## config.mk

```make
export PLATFORM = sky130hd
export DESIGN_NAME = pic_interrupt_controller_core
export DESIGN_NICKNAME = d
export VERILOG_FILES = /design/src/rtl/pic_pkg.sv /design/src/rtl/pic_priority_select.sv /design/src/rtl/pic_interrupt_controller_core.sv
export SDC_FILE = /design/constraint.sdc
export NUM_CORES = 1
export LEC_CHECK = 0
export CELL_PAD_IN_SITES_DETAIL_PLACEMENT = 0
export CELL_PAD_IN_SITES_GLOBAL_PLACEMENT = 1
export CORE_MARGIN = 8
export CORE_UTILIZATION = 40
export CTS_BUF_LIST = sky130_fd_sc_hd__clkbuf_8
export DETAILED_ROUTE_END_ITERATION = 8
export PLACE_DENSITY_LB_ADDON = 0.1
export SLEW_MARGIN = 0
export SYNTH_ARGS = -nofsm -noshare
export SYNTH_HDL_FRONTEND = slang
export SYNTH_SLANG_ARGS = --single-unit
```

## constraint.sdc

```tcl
create_clock -name clock -period 8.55 [get_ports clock]
set_clock_uncertainty 0.05 [all_clocks]
set_input_delay 1.71 -clock clock [delete_from_list [all_inputs] [get_ports clock]]
set_output_delay 1.71 -clock clock [all_outputs]
set_load 0.05 [all_outputs]
```

## src/rtl/pic_pkg.sv

```systemverilog
// pic_pkg: shared ring helpers for the PIC core. Every vector is handled in
// a 32-bit container; only the low n bits take part in the ring, so the same
// helpers serve any request count from 2 to 32.
package pic_pkg;

  localparam int RING_MAX = 32;
  localparam logic [5:0] RANK_NONE = 6'd32;

  // Width of a level index; never narrower than one bit.
  function automatic int idx_width(input int n);
    return (n <= 2) ? 1 : $clog2(n);
  endfunction

  // (a + b) mod n for a, b < 32 and b < n.
  function automatic logic [5:0] ring_add(input logic [5:0] a, input logic [5:0] b, input int n);
    logic [6:0] s;
    s = {1'b0, a} + {1'b0, b};
    if (s >= 7'(n)) s = s - 7'(n);
    return s[5:0];
  endfunction

  // Rotate right around an n-bit ring: result[i] = v[(i + sh) mod n].
  function automatic logic [31:0] ring_rotr(input logic [31:0] v, input logic [5:0] sh, input int n);
    logic [31:0] r;
    logic [5:0]  src;
    r = '0;
    for (int i = 0; i < RING_MAX; i++) begin
      src = ring_add(6'(i), sh, n);
      if (i < n) r[i] = v[src[4:0]];
    end
    return r;
  endfunction

  // Rotate left around an n-bit ring: result[(i + sh) mod n] = v[i].
  function automatic logic [31:0] ring_rotl(input logic [31:0] v, input logic [5:0] sh, input int n);
    logic [31:0] r;
    logic [5:0]  dst;
    r = '0;
    for (int i = 0; i < RING_MAX; i++) begin
      dst = ring_add(6'(i), sh, n);
      if (i < n) r[dst[4:0]] = v[i];
    end
    return r;
  endfunction

  // Lowest set bit among the low n bits, RANK_NONE when none is set.
  function automatic logic [5:0] find_first(input logic [31:0] v, input int n);
    logic [5:0] r;
    r = RANK_NONE;
    for (int i = RING_MAX - 1; i >= 0; i--) begin
      if (i < n && v[i]) r = 6'(i);
    end
    return r;
  endfunction

endpackage

```

## src/rtl/pic_priority_select.sv

```systemverilog
// pic_priority_select: picks the highest-priority set bit of req, where the
// ring starts one past `lowest`. With `nested` set, an in-service bit of equal
// or higher priority than that bit suppresses the result.
module pic_priority_select
  import pic_pkg::*;
#(
  parameter int NUM_IRQ = 8,
  localparam int IDX_W = idx_width(NUM_IRQ)
) (
  input  logic [NUM_IRQ-1:0] req,
  input  logic [NUM_IRQ-1:0] in_service,
  input  logic               nested,
  input  logic [IDX_W-1:0]   lowest,
  output logic               found,
  output logic [IDX_W-1:0]   level
);

  logic [5:0]  top_pos;
  logic [5:0]  req_rank;
  logic [5:0]  isr_rank;
  logic [5:0]  level_ext;
  logic [31:0] req_rot;
  logic [31:0] isr_rot;

  // Rotate so rank 0 is the highest priority, find first, apply nesting, unrotate.
  always_comb begin
    top_pos   = ring_add(6'(lowest), 6'd1, NUM_IRQ);
    req_rot   = ring_rotr(32'(req), top_pos, NUM_IRQ);
    isr_rot   = ring_rotr(32'(in_service), top_pos, NUM_IRQ);
    req_rank  = find_first(req_rot, NUM_IRQ);
    isr_rank  = find_first(isr_rot, NUM_IRQ);
    found     = (req_rank != RANK_NONE) && !(nested && (isr_rank <= req_rank));
    level_ext = ring_add(req_rank, top_pos, NUM_IRQ);
    level     = found ? IDX_W'(level_ext) : '0;
  end

endmodule

```

## src/rtl/pic_interrupt_controller_core.sv

```systemverilog
// pic_interrupt_controller_core: IRR/ISR engine with fully-nested and rotating
// priority plus the acknowledge/EOI handshake.
// Optional feature macro: PIC_SPECIAL_MASK_MODE_EN adds the special_mask input;
// without it the controller is always fully nested.
module pic_interrupt_controller_core
  import pic_pkg::*;
#(
  parameter int NUM_IRQ = 8,
  localparam int IDX_W = idx_width(NUM_IRQ)
) (
  input  logic               clock,
  input  logic               reset_n,
  input  logic [NUM_IRQ-1:0] irq_in,
  input  logic               level_triggered,
  input  logic [NUM_IRQ-1:0] imr,
  input  logic               auto_rotate,
  input  logic               eoi_valid,
  input  logic               eoi_specific,
  input  logic [IDX_W-1:0]   eoi_level,
  input  logic               set_prio_valid,
  input  logic [IDX_W-1:0]   set_prio_level,
  input  logic               ack_valid,
`ifdef PIC_SPECIAL_MASK_MODE_EN
  input  logic               special_mask,
`endif
  output logic               int_req,
  output logic               ack_vector_valid,
  output logic [IDX_W-1:0]   ack_vector,
  output logic               ack_spurious,
  output logic [NUM_IRQ-1:0] irr,
  output logic [NUM_IRQ-1:0] isr,
  output logic [IDX_W-1:0]   lowest_prio
);

  localparam logic [NUM_IRQ-1:0] ONE = NUM_IRQ'(1);

  logic               smm;
  logic [NUM_IRQ-1:0] irq_prev_reg, irr_reg, isr_reg;
  logic [NUM_IRQ-1:0] irr_next, isr_next;
  logic [IDX_W-1:0]   lowest_reg, lowest_next;
  logic               int_req_reg, vec_valid_reg, spurious_reg;
  logic [IDX_W-1:0]   vec_reg;

  logic [NUM_IRQ-1:0] req_vec;
  logic               cand_found, isr_found;
  logic [IDX_W-1:0]   cand_level, isr_top;
  logic               rotate;
  logic [NUM_IRQ-1:0] ack_set, eoi_clear;

`ifdef PIC_SPECIAL_MASK_MODE_EN
  assign smm = special_mask;
`else
  assign smm = 1'b0;
`endif

  // In special mask mode a level's own in-service bit removes it from contention.
  assign req_vec = irr_reg & ~imr & ~(isr_reg & {NUM_IRQ{smm}});

  pic_priority_select #(.NUM_IRQ(NUM_IRQ)) u_req_sel (
    .req        (req_vec),
    .in_service (isr_reg),
    .nested     (~smm),
    .lowest     (lowest_reg),
    .found      (cand_found),
    .level      (cand_level)
  );

  pic_priority_select #(.NUM_IRQ(NUM_IRQ)) u_isr_sel (
    .req        (isr_reg),
    .in_service ('0),
    .nested     (1'b0),
    .lowest     (lowest_reg),
    .found      (isr_found),
    .level      (isr_top)
  );

  // Next IRR/ISR/priority: ack resolves on pre-EOI ISR and its set beats an EOI clear.
  always_comb begin
    ack_set   = (ack_valid && cand_found) ? (ONE << cand_level) : '0;
    rotate    = eoi_valid && !eoi_specific && isr_found && auto_rotate;
    eoi_clear = '0;
    if (eoi_valid) begin
      if (eoi_specific) begin
        if (32'(eoi_level) < 32'(NUM_IRQ)) eoi_clear = ONE << eoi_level;
      end else if (isr_found) begin
        eoi_clear = ONE << isr_top;
      end
    end
    isr_next = (isr_reg & ~eoi_clear) | ack_set;

    if (level_triggered) irr_next = irq_in;
    else                 irr_next = (irr_reg & ~ack_set) | (irq_in & ~irq_prev_reg);

    lowest_next = lowest_reg;
    if (rotate)
      lowest_next = isr_top;
    else if (set_prio_valid && (32'(set_prio_level) < 32'(NUM_IRQ)))
      lowest_next = set_prio_level;
  end

  // Register all state and the CPU-facing outputs.
  always_ff @(posedge clock) begin
    if (!reset_n) begin
      irq_prev_reg  <= '0;
      irr_reg       <= '0;
      isr_reg       <= '0;
      lowest_reg    <= IDX_W'(NUM_IRQ - 1);
      int_req_reg   <= 1'b0;
      vec_valid_reg <= 1'b0;
      spurious_reg  <= 1'b0;
      vec_reg       <= '0;
    end else begin
      irq_prev_reg  <= irq_in;
      irr_reg       <= irr_next;
      isr_reg       <= isr_next;
      lowest_reg    <= lowest_next;
      int_req_reg   <= cand_found;
      vec_valid_reg <= ack_valid;
      if (ack_valid) begin
        vec_reg      <= cand_found ? cand_level : IDX_W'(NUM_IRQ - 1);
        spurious_reg <= !cand_found;
      end
    end
  end

  assign int_req          = int_req_reg;
  assign ack_vector_valid = vec_valid_reg;
  assign ack_vector       = vec_reg;
  assign ack_spurious     = spurious_reg;
  assign irr              = irr_reg;
  assign isr              = isr_reg;
  assign lowest_prio      = lowest_reg;

endmodule

```

; ---- Word level (Yosys, flattened, before mapping)
; Cells that the tools add are included.
[word_totals]
out_inout_bits = 25
input_bits = 30
reg_bits = 33
[op_classes]
addsub = 21
shift = 3
bitwise = 10
reduce_logical = 9
order_cmp = 20
eq_ne = 2
mux = 69
[ops]
columns = cell, count
row1 = two-way mux 6 bit, 17
row2 = binary-select mux 1 bit (select 5 bit), 16
row3 = >= comparator 7 x 4 -> 1 bit (second input constant), 10
row4 = < comparator 5 x 6 -> 1 bit (second input constant), 8
row5 = two-way mux 5 bit, 8
row6 = two-way mux 8 bit, 5
row7 = subtractor 5 x 4 -> 5 bit (second input constant), 8
row8 = AND 8 bit, 4
row9 = inverter 8 bit, 4
row10 = adder 3 x 6 -> 7 bit (first input constant), 4
row11 = << shifter 1 x 3 -> 8 bit (first input constant), 3
row12 = two-way mux 3 bit, 7
row13 = two-way mux 1 bit, 16
row14 = OR 8 bit, 2
row15 = adder 2 x 6 -> 7 bit (first input constant), 2
row16 = adder 6 x 6 -> 7 bit, 2
row17 = inequality test 6 bit (second input constant), 2
row18 = adder 1 x 6 -> 7 bit (first input constant), 1
row19 = >= comparator 6 x 4 -> 1 bit (second input constant), 1
row20 = <= comparator 6 bit, 1
row21 = subtractor 3 x 1 -> 3 bit (second input constant), 2
row22 = subtractor 6 x 4 -> 6 bit (second input constant), 1
row23 = logical AND 1 bit, 5
row24 = adder 3 x 1 -> 4 bit (second input constant), 1
row25 = 2 further kinds, 4

; ---- Logic depth before layout (Yosys ltp)
; Gate-level depths: netlist of the first run.
[logic_depth]
depth_word = 27
depth_mapped = 26

; ---- Modules after synthesis
; A second synthesis of the first run with hierarchy kept.
[hier_totals]
cells_unflattened = 529
area_unflattened_um2 = 4605.7
[modules_own_cells]
columns = module, seq_area_each_um2, n_inst, area_per_inst_um2, cells_each
row1 = pic_priority_select at u_isr_sel, 0.0, 1, 1581.5, 186
row2 = pic_priority_select at u_req_sel, 0.0, 1, 1576.5, 186
row3 = pic_interrupt_controller_core, 660.6, 1, 1447.6, 157

; ---- Worst setup path before layout of the first run
; OpenSTA, ideal clock, no wires.
[synth_timing]
path_kind = register to register
from = reg lowest_reg[0] (netlist: lowest_prio[0])
to = reg isr_reg[2] (netlist: isr[2])
synth_period_minus_slack_ns = 5.475
path_slack_ns = 3.075
stages_incl_launch_ff = 22
setup_ns = 0.116
t_arrival_ns = 5.310
required_ns = 8.384
path_cell_list = dfxtp_1 -> buf_4 -> buf_4 -> nand3_1 -> ha_1 -> clkbuf_1 -> clkbuf_1 -> a21oi_1 -> xnor2_1 -> ha_1 -> nor2b_1 -> a221oi_1 -> o2bb2ai_1 -> and2_1 -> a2111oi_1 -> nor2_1 -> ha_1 -> inv_1 -> fa_1 -> a211oi_1 -> a31oi_1 -> a31o_1
[synth_via]
elab_chain_cells = 27
elab_cells_between_ends = 108
[synth_lines]
columns = element, line_no
row1 = start: declaration, pic_interrupt_controller_core.sv:40  ; logic [IDX_W-1:0] lowest_reg, lowest_next;
row2 = start signal: assignment, pic_interrupt_controller_core.sv:107  ; lowest_reg <= IDX_W'(NUM_IRQ - 1);
row3 = start signal: assignment, pic_interrupt_controller_core.sv:116  ; lowest_reg <= lowest_next;
row4 = adder 3 x 1 -> 4 bit *, pic_pkg.sv:17  ; s = {1'b0, a} + {1'b0, b};
row5 = subtractor 6 x 4 -> 6 bit / >= comparator 7 x 4 -> 1 bit (equally long branches), pic_pkg.sv:18  ; if (s >= 7'(n)) s = s - 7'(n);
row6 = two-way mux 6 bit *, pic_pkg.sv:18
row7 = adder 3 x 6 -> 7 bit, pic_pkg.sv:17
row8 = >= comparator 7 x 4 -> 1 bit / subtractor 5 x 4 -> 5 bit (equally long branches), pic_pkg.sv:18
row9 = two-way mux 5 bit, pic_pkg.sv:18
row10 = binary-select mux 1 bit (select 5 bit), pic_pkg.sv:29  ; if (i < n) r[i] = v[src[4:0]];
row11 = two-way mux 1 bit (not written as such), pic_pkg.sv:29
row12 = [... 11 more ...], n/a
row13 = two-way mux 3 bit, pic_priority_select.sv:34  ; level = found ? IDX_W'(level_ext) : '0;
row14 = << shifter 1 x 3 -> 8 bit, pic_interrupt_controller_core.sv:86  ; eoi_clear = ONE << isr_top;
row15 = two-way mux 8 bit, pic_interrupt_controller_core.sv:85  ; end else if (isr_found) begin
row16 = two-way mux 8 bit, pic_interrupt_controller_core.sv:83  ; if (eoi_specific) begin
row17 = two-way mux 8 bit, pic_interrupt_controller_core.sv:82  ; if (eoi_valid) begin
row18 = inverter 8 bit, pic_interrupt_controller_core.sv:89  ; isr_next = (isr_reg & ~eoi_clear) | ack_set;
row19 = AND 8 bit, pic_interrupt_controller_core.sv:89
row20 = OR 8 bit *, pic_interrupt_controller_core.sv:89
row21 = end signal: assignment, pic_interrupt_controller_core.sv:115  ; isr_reg <= isr_next;
row22 = end: declaration, pic_interrupt_controller_core.sv:38  ; logic [NUM_IRQ-1:0] irq_prev_reg, irr_reg, isr_reg;
; Every way passes the cells marked *; elsewhere a longest branch is shown, timed or not. The select of a mux whose other input is x is not followed.
; A chain may end at the register's enable or synchronous reset.

; ---- Final worst setup path of the first run
[layout_timing]
from = reg lowest_reg[1] (netlist: lowest_prio[1])
to = reg irr_reg[2] (netlist: irr[2])
[layout_via]
elab_chain_cells = 26
elab_cells_between_ends = 99
[layout_lines]
columns = element, line_no
row1 = adder 3 x 1 -> 4 bit *, pic_pkg.sv:17
row2 = subtractor 6 x 4 -> 6 bit / >= comparator 7 x 4 -> 1 bit (equally long branches), pic_pkg.sv:18
row3 = two-way mux 6 bit *, pic_pkg.sv:18
row4 = adder 3 x 6 -> 7 bit, pic_pkg.sv:17
row5 = >= comparator 7 x 4 -> 1 bit / subtractor 5 x 4 -> 5 bit (equally long branches), pic_pkg.sv:18
row6 = two-way mux 5 bit, pic_pkg.sv:18
row7 = binary-select mux 1 bit (select 5 bit), pic_pkg.sv:29
row8 = two-way mux 1 bit (not written as such), pic_pkg.sv:29
row9 = [... 10 more ...], n/a
row10 = two-way mux 3 bit / logical AND 1 bit (equally long branches), "pic_pkg.sv:18, pic_priority_select.sv:32"
row11 = two-way mux 3 bit, pic_priority_select.sv:34
row12 = << shifter 1 x 3 -> 8 bit, pic_interrupt_controller_core.sv:79  ; ack_set = (ack_valid && cand_found) ? (ONE << cand_level) : '0;
row13 = two-way mux 8 bit *, pic_interrupt_controller_core.sv:79
row14 = inverter 8 bit *, pic_interrupt_controller_core.sv:92  ; else irr_next = (irr_reg & ~ack_set) | (irq_in & ~irq_prev_reg);
row15 = AND 8 bit *, pic_interrupt_controller_core.sv:92
row16 = OR 8 bit *, pic_interrupt_controller_core.sv:92
row17 = two-way mux 8 bit *, pic_interrupt_controller_core.sv:91  ; if (level_triggered) irr_next = irq_in;
row18 = end signal: assignment, pic_interrupt_controller_core.sv:114  ; irr_reg <= irr_next;
row19 = end: declaration, pic_interrupt_controller_core.sv:38
; Marks and branches as above.

==> results of run 1 <==
-- report_power, final --
group	leakage, nW	internal, mW	switching, mW
Combinational	1.27	0.293	0.478
Sequential	0.273	0.172	0.0215
Clock	0.0491	0.0552	0.0544
-- metrics by stage --
step                setup WS (ns)  util [%]  instances  area (µm²)
finish                      2.807     48.43        548        4161
detailed placement          2.812     47.47        540        4079
global route                2.307     48.43        548        4161
global placement            2.852     47.47        540        4079
CTS                         2.777     48.43        548        4161
floorplan                   3.075         -        396        3491
-- synthesized netlist by cell type, types with 7 or more instances --
library cell and instances:
mux2i_1 12, and2_1 16, dfxtp_1 33, a211oi_1 9, mux4_2 18, clkbuf_1 10
o21ai_0 13, nand2_1 18, nor2b_1 16, nand3_1 7, nand2b_1 9, a21oi_1 21
mux2_2 9, a31oi_1 17, a31o_1 8, nor2_1 19, ha_1 16, o211ai_1 11
inv_1 25, xnor2_1 10
-- layout make-up --
cell class	instances	share of cell area (%)
clock buffer	5	1.654
inverter	26	2.345
timing repair buffer	57	13.53
tap	108	3.247
sequential	33	15.87
multi-input combinational	316	63.02
clock inverter	3	0.3307
-- worst max-delay path, cell delays in order, from the launching register on --
cell and delay, ns:
dfxtp_1 0.55, inv_1 0.15, ha_1 0.81, nand2b_1 0.31, nor2_1 0.11, xnor2_1 0.16
ha_1 0.35, nor2b_1 0.14, a221oi_1 0.28, o2bb2ai_1 0.18, a21oi_1 0.22, nor3b_1 0.34
nor2b_1 0.32, inv_1 0.08, ha_1 0.30, nand3_1 0.08, or4_4 0.43, a31oi_4 0.54
a31oi_1 0.16
-- logic make-up (layout without fill, tap and decap cells) --
group                      Yosys count  count (layout)  share of synthesized area [%]
xor gates and xnor gates            17              17                          5.628
buffers and inverters               47              91                          5.950
muxes                               39              39                          17.96
AOI/OAI and AO/OA                  123             123                          25.41
DFF                                 33              33                          18.92
adders and majority gates           18              18                          6.882
and+or+nand+nor                    119             119                          19.25
-- final timing paths --
kind | slack [ns] | start | end | cells after the start
min reg2reg | 0.50 | ack_vector[2] | ack_vector[2] | 2
min | 0.50 | ack_vector[2] | ack_vector[2] | 2
max reg2reg | 2.81 | lowest_prio[1] | irr[2] | 18
max | 2.81 | lowest_prio[1] | irr[2] | 18
-- metal layers --
layer  wire length, µm  share of wire, %  vias up
li1                  -                 -     1591
met5                 0                 0        -
met3               301               2.9       10
met2              5218                50       62
met4               146               1.4        0
met1              4715                45     1564
==> metrics.yaml, run 1 <==
cts_buffers: 5
multi_input_area_um2: 2623
drive_above_1_share_pct: 12.05
timing.slew.headroom_pct: 45.57
required_ns: 8.62
num_rows: 34
cts_num_sinks: 33
async_reset_ff_share_pct: 0
post_synth_main_area_contributors: "dfxtp_1, mux4_2, ha_1"
floorplan.core_area_um2: 8593
final_setup_violations: 0
avgViaCountPerCell: 5.889
yosys_warnings: 0
maxCapViolations: 0
powerDensity_nw_per_um2: 258.1
syn_avg_cell_area_um2: 8.815
gr-max-usage-layer: "met2"
grt_util_overall_pct: 17.46
worstHoldPathType: "flop to flop"
outcome: "finished clean"
drc: 0
routed-via-count: 3227
n_antenna_cell: 0
layout_common_cells: "clkdlybuf4s50_1, dfxtp_1, inv_1"
synth-edff-count: 0
final-seq-area_um2: 660.6
fmax_mhz: 174.1
cts_htree_levels: 2
met3_capacity_usage_during_global_routing_pct: 2.227
layout_min_cycle_time_ns: 5.743
initial_core_util_pct: 40.62
cts_resized: 0
leading_register_cell_type_out_of_synthesis: "dfxtp_1"
crit_path_start_kind: "flop"
cts_tree: "yes"
place.gp.congestion: 0.8368
peakVddDrop_uv: 151.9
io_pins: 55
post-route-period-util_pct: 67.17
global_route.overflow_total: 0
grt_setup_unrepaired: "no"
timing.setup.tns_ns: 0
synth.yosys.seq_area_share_pct: 18.92
grt_pass1_vias: 3202
overall_die_area_um2: 11970
yosys_register_bits: 33
clock_latency_ns: 0.28
count_of_buffers_inserted_at_the_top_level_ports: 54
grt_max_degree: 28
final.fill_count: 859
initialDrtViolationCount: 131
hold_buffers: 0
clock_tree.root_cell: "clkbuf_8"
detail_route.wirelength_um: 10380
critPathKind: "flop to flop"
synth_top_area_share_pct: 18.92
grtUsageMet1_pct: 22.40
static-leakage-power_nw: 1.593
chipHeight_um: 109.4
final.hold.worst_slack_ns: 0.4968
post_synth_inst_count: 396
post-cts-setup-buffers: 0
finalNetCount: 487
drt_first_pass_iters: 4
gr-usage-met2_pct: 29.63
post_drt_wl_per_cell_um: 18.94
synth_top_area_cell: "dfxtp_1"
hold_viol_final: 0
dp_hpwl_um: 8128
post_synth_cell_types: 68
number_of_antenna_violations_at_the_first_check_in_global_routing: 0
clkSlewWorstSetupHoldPaths_ns: 0.07
total_power_mw: 1.074
clock_tree.buffer_depth: 2
fp.dieW_um: 109.4
layout-area-overhead-vs-synth_pct: 19.21
cp_max_fo: 21
worst_ep_arrival_time_ns: 5.81
most_common_library_cell_in_the_layout_ignoring_fill_and_taps: "clkdlybuf4s50_1"
cp-end-kind: "flop"
final_antenna_net_count: 0
finalMaxSlewViolations: 0
nets_in_the_synthesized_netlist: 444
tightestPinTransition_ns: 0.8139
mappedNetlistArea_um2: 3491
grt_pass1_wl_um: 16660
Power figures use the tool's default switching activity.
==> run 2: changes to the inputs <==
Settings changed: CORE_UTILIZATION 40 to 38.
Clock period 8.55 ns to 5.1 ns, I/O delays scaled along.
==> run 2 against run 1 <==
Final cell count grew 3.6%. Sequential cell count stayed put. Via count rose by 2.3%. Wire length grew 2.2%. Worst hold slack worse by 0.0053 ns. Sequential power is 66% higher.
==> metrics.yaml, run 2 (synthesis gave the netlist of run 1 again) <==
outcome: "finished clean"
critPathKind: "flop to flop"
post_drt_wl_per_cell_um: 18.68
maxCapViolations: 0
count_of_buffers_inserted_at_the_top_level_ports: 54
initialDrtViolationCount: 116
required_ns: 5.20
detail_route.wirelength_um: 10610
place.gp.congestion: 0.8358
drc: 0
worstPathCellList: "ha_1 > xor2_2 > buf_4 > nor3_1 > nor2_1 > ha_1 > o311ai_1 > or3_1 > a21boi_0 > or3_1 > a31o_2 > inv_1 > fa_1 > xnor2_1 > or3_1 > a21oi_1 > a31oi_1"
internal_power_summed_over_all_cells_mw: 1.025
floorplan.core_area_um2: 9065
initial_core_util_pct: 38.51
clock_tree.root_cell: "clkbuf_8"
worstHoldStart: "ack_spurious"
worst_r2r_path_depth: 17
most_common_library_cell_in_the_layout_ignoring_fill_and_taps: "clkdlybuf4s50_1"
layout-area-overhead-vs-synth_pct: 24.59
fmax_mhz: 210.8
grt_setup_unrepaired: "no"
sequential_cell_fraction_of_total_power_pct: 16.2
r2r_start: "lowest_prio[1]"
drive_above_1_share_pct: 15.97
worstReg2RegEnd: "irr[2]"
chipHeight_um: 111.8
post-route-util_pct: 47.98
worstHoldPathType: "flop to flop"
total_power_mw: 1.992
routed-via-count: 3302
avgViaCountPerCell: 5.813
reg2reg_setup_slack_ns: 0.36
cp-end-kind: "flop"
number_of_antenna_violations_at_the_first_check_in_global_routing: 0
io_pins: 55
sw_share_pct: 48.53
overall_die_area_um2: 12510
timing.setup.tns_ns: 0
crit_path_start_kind: "flop"
post-route-period-util_pct: 93.00
cts_tree: "yes"
worst_setup_path_startpoint: "lowest_prio[1]"
clock_tree.buffer_depth: 2
numPlacedInstances: 559
drt_first_pass_iters: 4
layout_min_cycle_time_ns: 4.743
static-leakage-power_nw: 1.685
hold_viol_final: 0
cts_buffers: 5
cp_max_fo: 13
pwr-share-clk_pct: 13.1
timing.critical_path.slowest_stage_cell: "or3_1"
worst_hold_path.num_cells: 2
grt_max_degree: 28
final_setup_violations: 0
final_antenna_net_count: 0
power.switching_mw: 0.9670
cts_htree_levels: 2
timing.critical_path.max_delay_family: "compound AO/OA/AOI/OAI gates"
timing.slew.headroom_pct: 46.59
powerDensity_nw_per_um2: 458.1
critical_path.max_stage_delay_ns: 0.45
cpMostUsedCell: "or3_1"
worst_hold_path.endpoint: "ack_spurious"
worst_ep_arrival_time_ns: 4.84
layout_common_cells: "clkdlybuf4s50_1, dfxtp_1, inv_1"
dp_hpwl_um: 8537
crit_buf_inv: 2
clock_latency_ns: 0.28
finalMaxSlewViolations: 0
n_antenna_cell: 0
grt_pass1_wl_um: 17480
num_rows: 35
grt_pass1_vias: 3377
tightestPinTransition_ns: 0.7986
peakVddDrop_uv: 227.4
combinationalPowerShare_pct: 70.7
cts_num_sinks: 33
grt_util_overall_pct: 17.06
clkSlewWorstSetupHoldPaths_ns: 0.07
global_route.overflow_total: 0
final.hold.worst_slack_ns: 0.4914
fp.dieW_um: 111.8
fin_cells: 568
finalNetCount: 504
run 2: what timing repair did:
| item | in CTS | in global routing |
|---|---|---|
| hold buffers | 0 | 0 |
| endpoints found under the setup margin | 0 | 21 |
| setup buffers | 0 | 1 |
| resized for setup | 0 | 1 |
| hold endpoints to repair | 0 | 0 |
run 2: cell type report:
type	instances	area [µm²]
fill	920	4716
timing repair buffer	74	703.2
inverter	26	97.59
sequential	33	664.4
clock buffer	6	82.58
multi-input combinational	316	2625
tap	111	138.9
clock inverter	2	37.54
run 2: worst reg2reg max path: stages (launching register included):
cell      delay (ns)
dfxtp_1         0.41
ha_1            0.39
xor2_2          0.29
buf_4           0.26
nor3_1          0.10
nor2_1          0.12
ha_1            0.16
o311ai_1        0.23
or3_1           0.45
a21boi_0        0.27
or3_1           0.16
a31o_2          0.17
inv_1           0.06
fa_1            0.40
xnor2_1         0.15
or3_1           0.38
a21oi_1         0.43
a31oi_1         0.14
run 2: power by group through the flow:
stage / Sequential (mW) / Combinational, mW / Clock [mW]
4_1_cts: 0.323 / 1.41 / 0.266
2_1_floorplan: 0.410 / 0.907 / 0
5_1_grt: 0.327 / 1.54 / 0.278
3_3_place_gp: 0.328 / 1.39 / 0
3_5_place_dp: 0.328 / 1.40 / 0
6_report: 0.323 / 1.41 / 0.260
run 2: how the worst max path moves through the flow:
stage / end / slack, ns / depth (start not counted)
after floorplan: isr[2] / 0.10 / 21
after global placement: irr[2] / 0.32 / 17
after detailed placement: irr[2] / 0.29 / 17
after CTS: irr[1] / 0.26 / 17
after global routing: irr[2] / 0.0004 / 17
final: irr[2] / 0.36 / 17
run 2: metal layers:
layer	track usage (%)	up-vias	part of all wire, %	routed length (µm)
li1	-	1622	-	-
met1	20.34	1590	44	4658
met2	30.33	76	50	5310
met3	2.597	14	3.6	385
met4	5.925	0	2.4	255
met5	0	-	0	0
run 2: through the flow:
stage / worst slack, ns / area, µm²
2_1_floorplan: 0.1010 / 3496
3_3_place_gp: 0.3229 / 4219
3_5_place_dp: 0.2879 / 4219
4_1_cts: 0.2601 / 4339
5_1_grt: 0.0003642 / 4349
6_report: 0.3571 / 4349
==> run 3: changes to the inputs <==
==> constraint.sdc (replaced) <==
create_clock -name clock -period 5.1 [get_ports clock]
set_clock_uncertainty 0.05 [all_clocks]
set_input_delay 0.51 -clock clock [delete_from_list [all_inputs] [get_ports clock]]
set_output_delay 0.51 -clock clock [all_outputs]
set_load 0.05 [all_outputs]
==> run 3 against run 2 <==
Via count shrank 0.91%. Worst setup slack better by 0.034 ns. Power is 0.22% higher. Die area stayed put. Sequential power is essentially flat. Utilization grew 0.22 points. Count of clock-buffer cells in the layout is the same. Sequential share of layout area decreased by 0.070 points. Global-route usage about the same. Sequential cell count unchanged. Critical path depth shrank 2. Worst hold slack gained 0.0024 ns. Critical endpoint is now isr[5]. Largest cell class unchanged. Highest routed layer unchanged.
==> metrics.yaml, run 3 (synthesis gave the netlist of run 1 again) <==
outcome: "finished clean"
cts_num_sinks: 33
io_pins: 55
crit_path_start_kind: "flop"
peakVddDrop_uv: 288.1
postPlaceCellArea_um2: 4219
grt_setup_unrepaired: "no"
final.hold.worst_slack_ns: 0.4939
cts_htree_levels: 2
post-route-period-util_pct: 92.33
place.gp.congestion: 0.8075
initialDrtViolationCount: 141
worstHoldPathType: "flop to flop"
layout-area-overhead-vs-synth_pct: 25.16
worstHoldStart: "irr[4]"
tightestPinTransition_ns: 0.8473
worstPathCellList: "inv_1 > ha_1 > buf_4 > mux4_2 > mux2_2 > nor4b_2 > nor3b_1 > o21ai_0 > nor2b_1 > or2_2 > fa_1 > xnor2_1 > xor2_1 > a31oi_1 > a31o_1"
grt_max_degree: 28
cts_buffers: 5
maxCapViolations: 0
post-route-util_pct: 48.20
routed-via-count: 3272
critPathKind: "flop to flop"
layout_common_cells: "clkdlybuf4s50_1, dfxtp_1, inv_1"
worstReg2RegEnd: "isr[5]"
grt_util_overall_pct: 17.02
drive_above_1_share_pct: 16.67
worst_hold_path.num_cells: 2
detail_route.wirelength_um: 10590
num_rows: 35
finalMaxSlewViolations: 0
finalNetCount: 503
dp_hpwl_um: 8407
clock_tree.buffer_depth: 2
layout_min_cycle_time_ns: 4.709
worst_r2r_path_depth: 15
global_route.overflow_total: 0
count_of_buffers_inserted_at_the_top_level_ports: 54
worst_hold_path.endpoint: "irr[4]"
required_ns: 5.24
clock_latency_ns: 0.29
clock_tree.root_cell: "clkbuf_8"
cts_tree: "yes"
clkSlewWorstSetupHoldPaths_ns: 0.07
grt_pass1_vias: 3299
number_of_antenna_violations_at_the_first_check_in_global_routing: 0
cp-end-kind: "flop"
fp.dieW_um: 111.8
drt_first_pass_iters: 4
timing.slew.headroom_pct: 43.34
critical_path.max_stage_delay_ns: 0.56
static-leakage-power_nw: 1.690
floorplan.core_area_um2: 9065
overall_die_area_um2: 12510
post_drt_wl_per_cell_um: 18.67
final_antenna_net_count: 0
worst_ep_arrival_time_ns: 4.85
numPlacedInstances: 559
timing.setup.tns_ns: 0
fin_cells: 567
powerDensity_nw_per_um2: 457.0
chipHeight_um: 111.8
cp_max_fo: 14
hold_viol_final: 0
hold_buffers: 0
timing.critical_path.slowest_stage_cell: "mux4_2"
avgViaCountPerCell: 5.771
finalInstanceArea_um2: 4369
final_setup_violations: 0
reg2reg_setup_slack_ns: 0.39
fmax_mhz: 212.4
initial_core_util_pct: 38.51
drc: 0
n_antenna_cell: 0
r2r_start: "lowest_prio[1]"
grt_pass1_wl_um: 17370
most_common_library_cell_in_the_layout_ignoring_fill_and_taps: "clkdlybuf4s50_1"
## run 3: final cells by class
cell class,instances,area (µm²)
Tap cell,111,138.9
Timing Repair Buffer,73,695.7
Fill cell,896,4696
Inverter,26,97.59
Sequential cell,33,664.4
Multi-Input combinational cell,316,2654
Clock inverter,2,36.28
Clock buffer,6,82.58
## run 3: critical path: cells and delay by family (launching register included)
kind / cells / cell delay, ns
flip-flops: 1 / 0.48
buffers and inverters: 2 / 0.38
AO/OA/AOI/OAI: 3 / 0.49
multiplexers: 2 / 0.87
adder cells (fa/ha/maj): 2 / 0.77
AND/OR/NAND/NOR: 4 / 0.90
XOR/XNOR: 2 / 0.65
## run 3: routing by layer
metal | wire (µm) | GRT usage [%]
met2 | 5258 | 29.77
met1 | 4805 | 21.08
met4 | 192 | 5.561
met5 | 0 | 0
met3 | 331 | 2.110
## run 3: how the worst max path moves through the flow
stage          depth (start not counted)            from  endpoint  slack, ns
6_report                              15  lowest_prio[1]    isr[5]       0.39
5_1_grt                               19  lowest_prio[1]    isr[4]       0.04
4_1_cts                               17  lowest_prio[1]    isr[7]       0.06
3_5_place_dp                          17  lowest_prio[1]    isr[7]       0.12
3_3_place_gp                          17  lowest_prio[1]    isr[2]       0.19
2_1_floorplan                         21  lowest_prio[0]    isr[2]       0.10
## run 3: repair_timing
item                       in CTS  in global routing
buffers inserted                0                  0
gates resized for setup         0                  6
setup endpoints to repair       0                 21
## run 3: power breakdown
part,switching [mW],internal [mW]
combinational,0.827,0.585
clock,0.102,0.159
sequential,0.0339,0.289
total,0.964,1.03
## run 3: stage by stage
step           worst slack, ns  total power, mW
3_3_place_gp            0.1932            1.716
3_5_place_dp            0.1159            1.724
5_1_grt                0.03914            2.160
2_1_floorplan           0.1010            1.317
4_1_cts                0.06259            1.996
6_report                0.3912            1.997
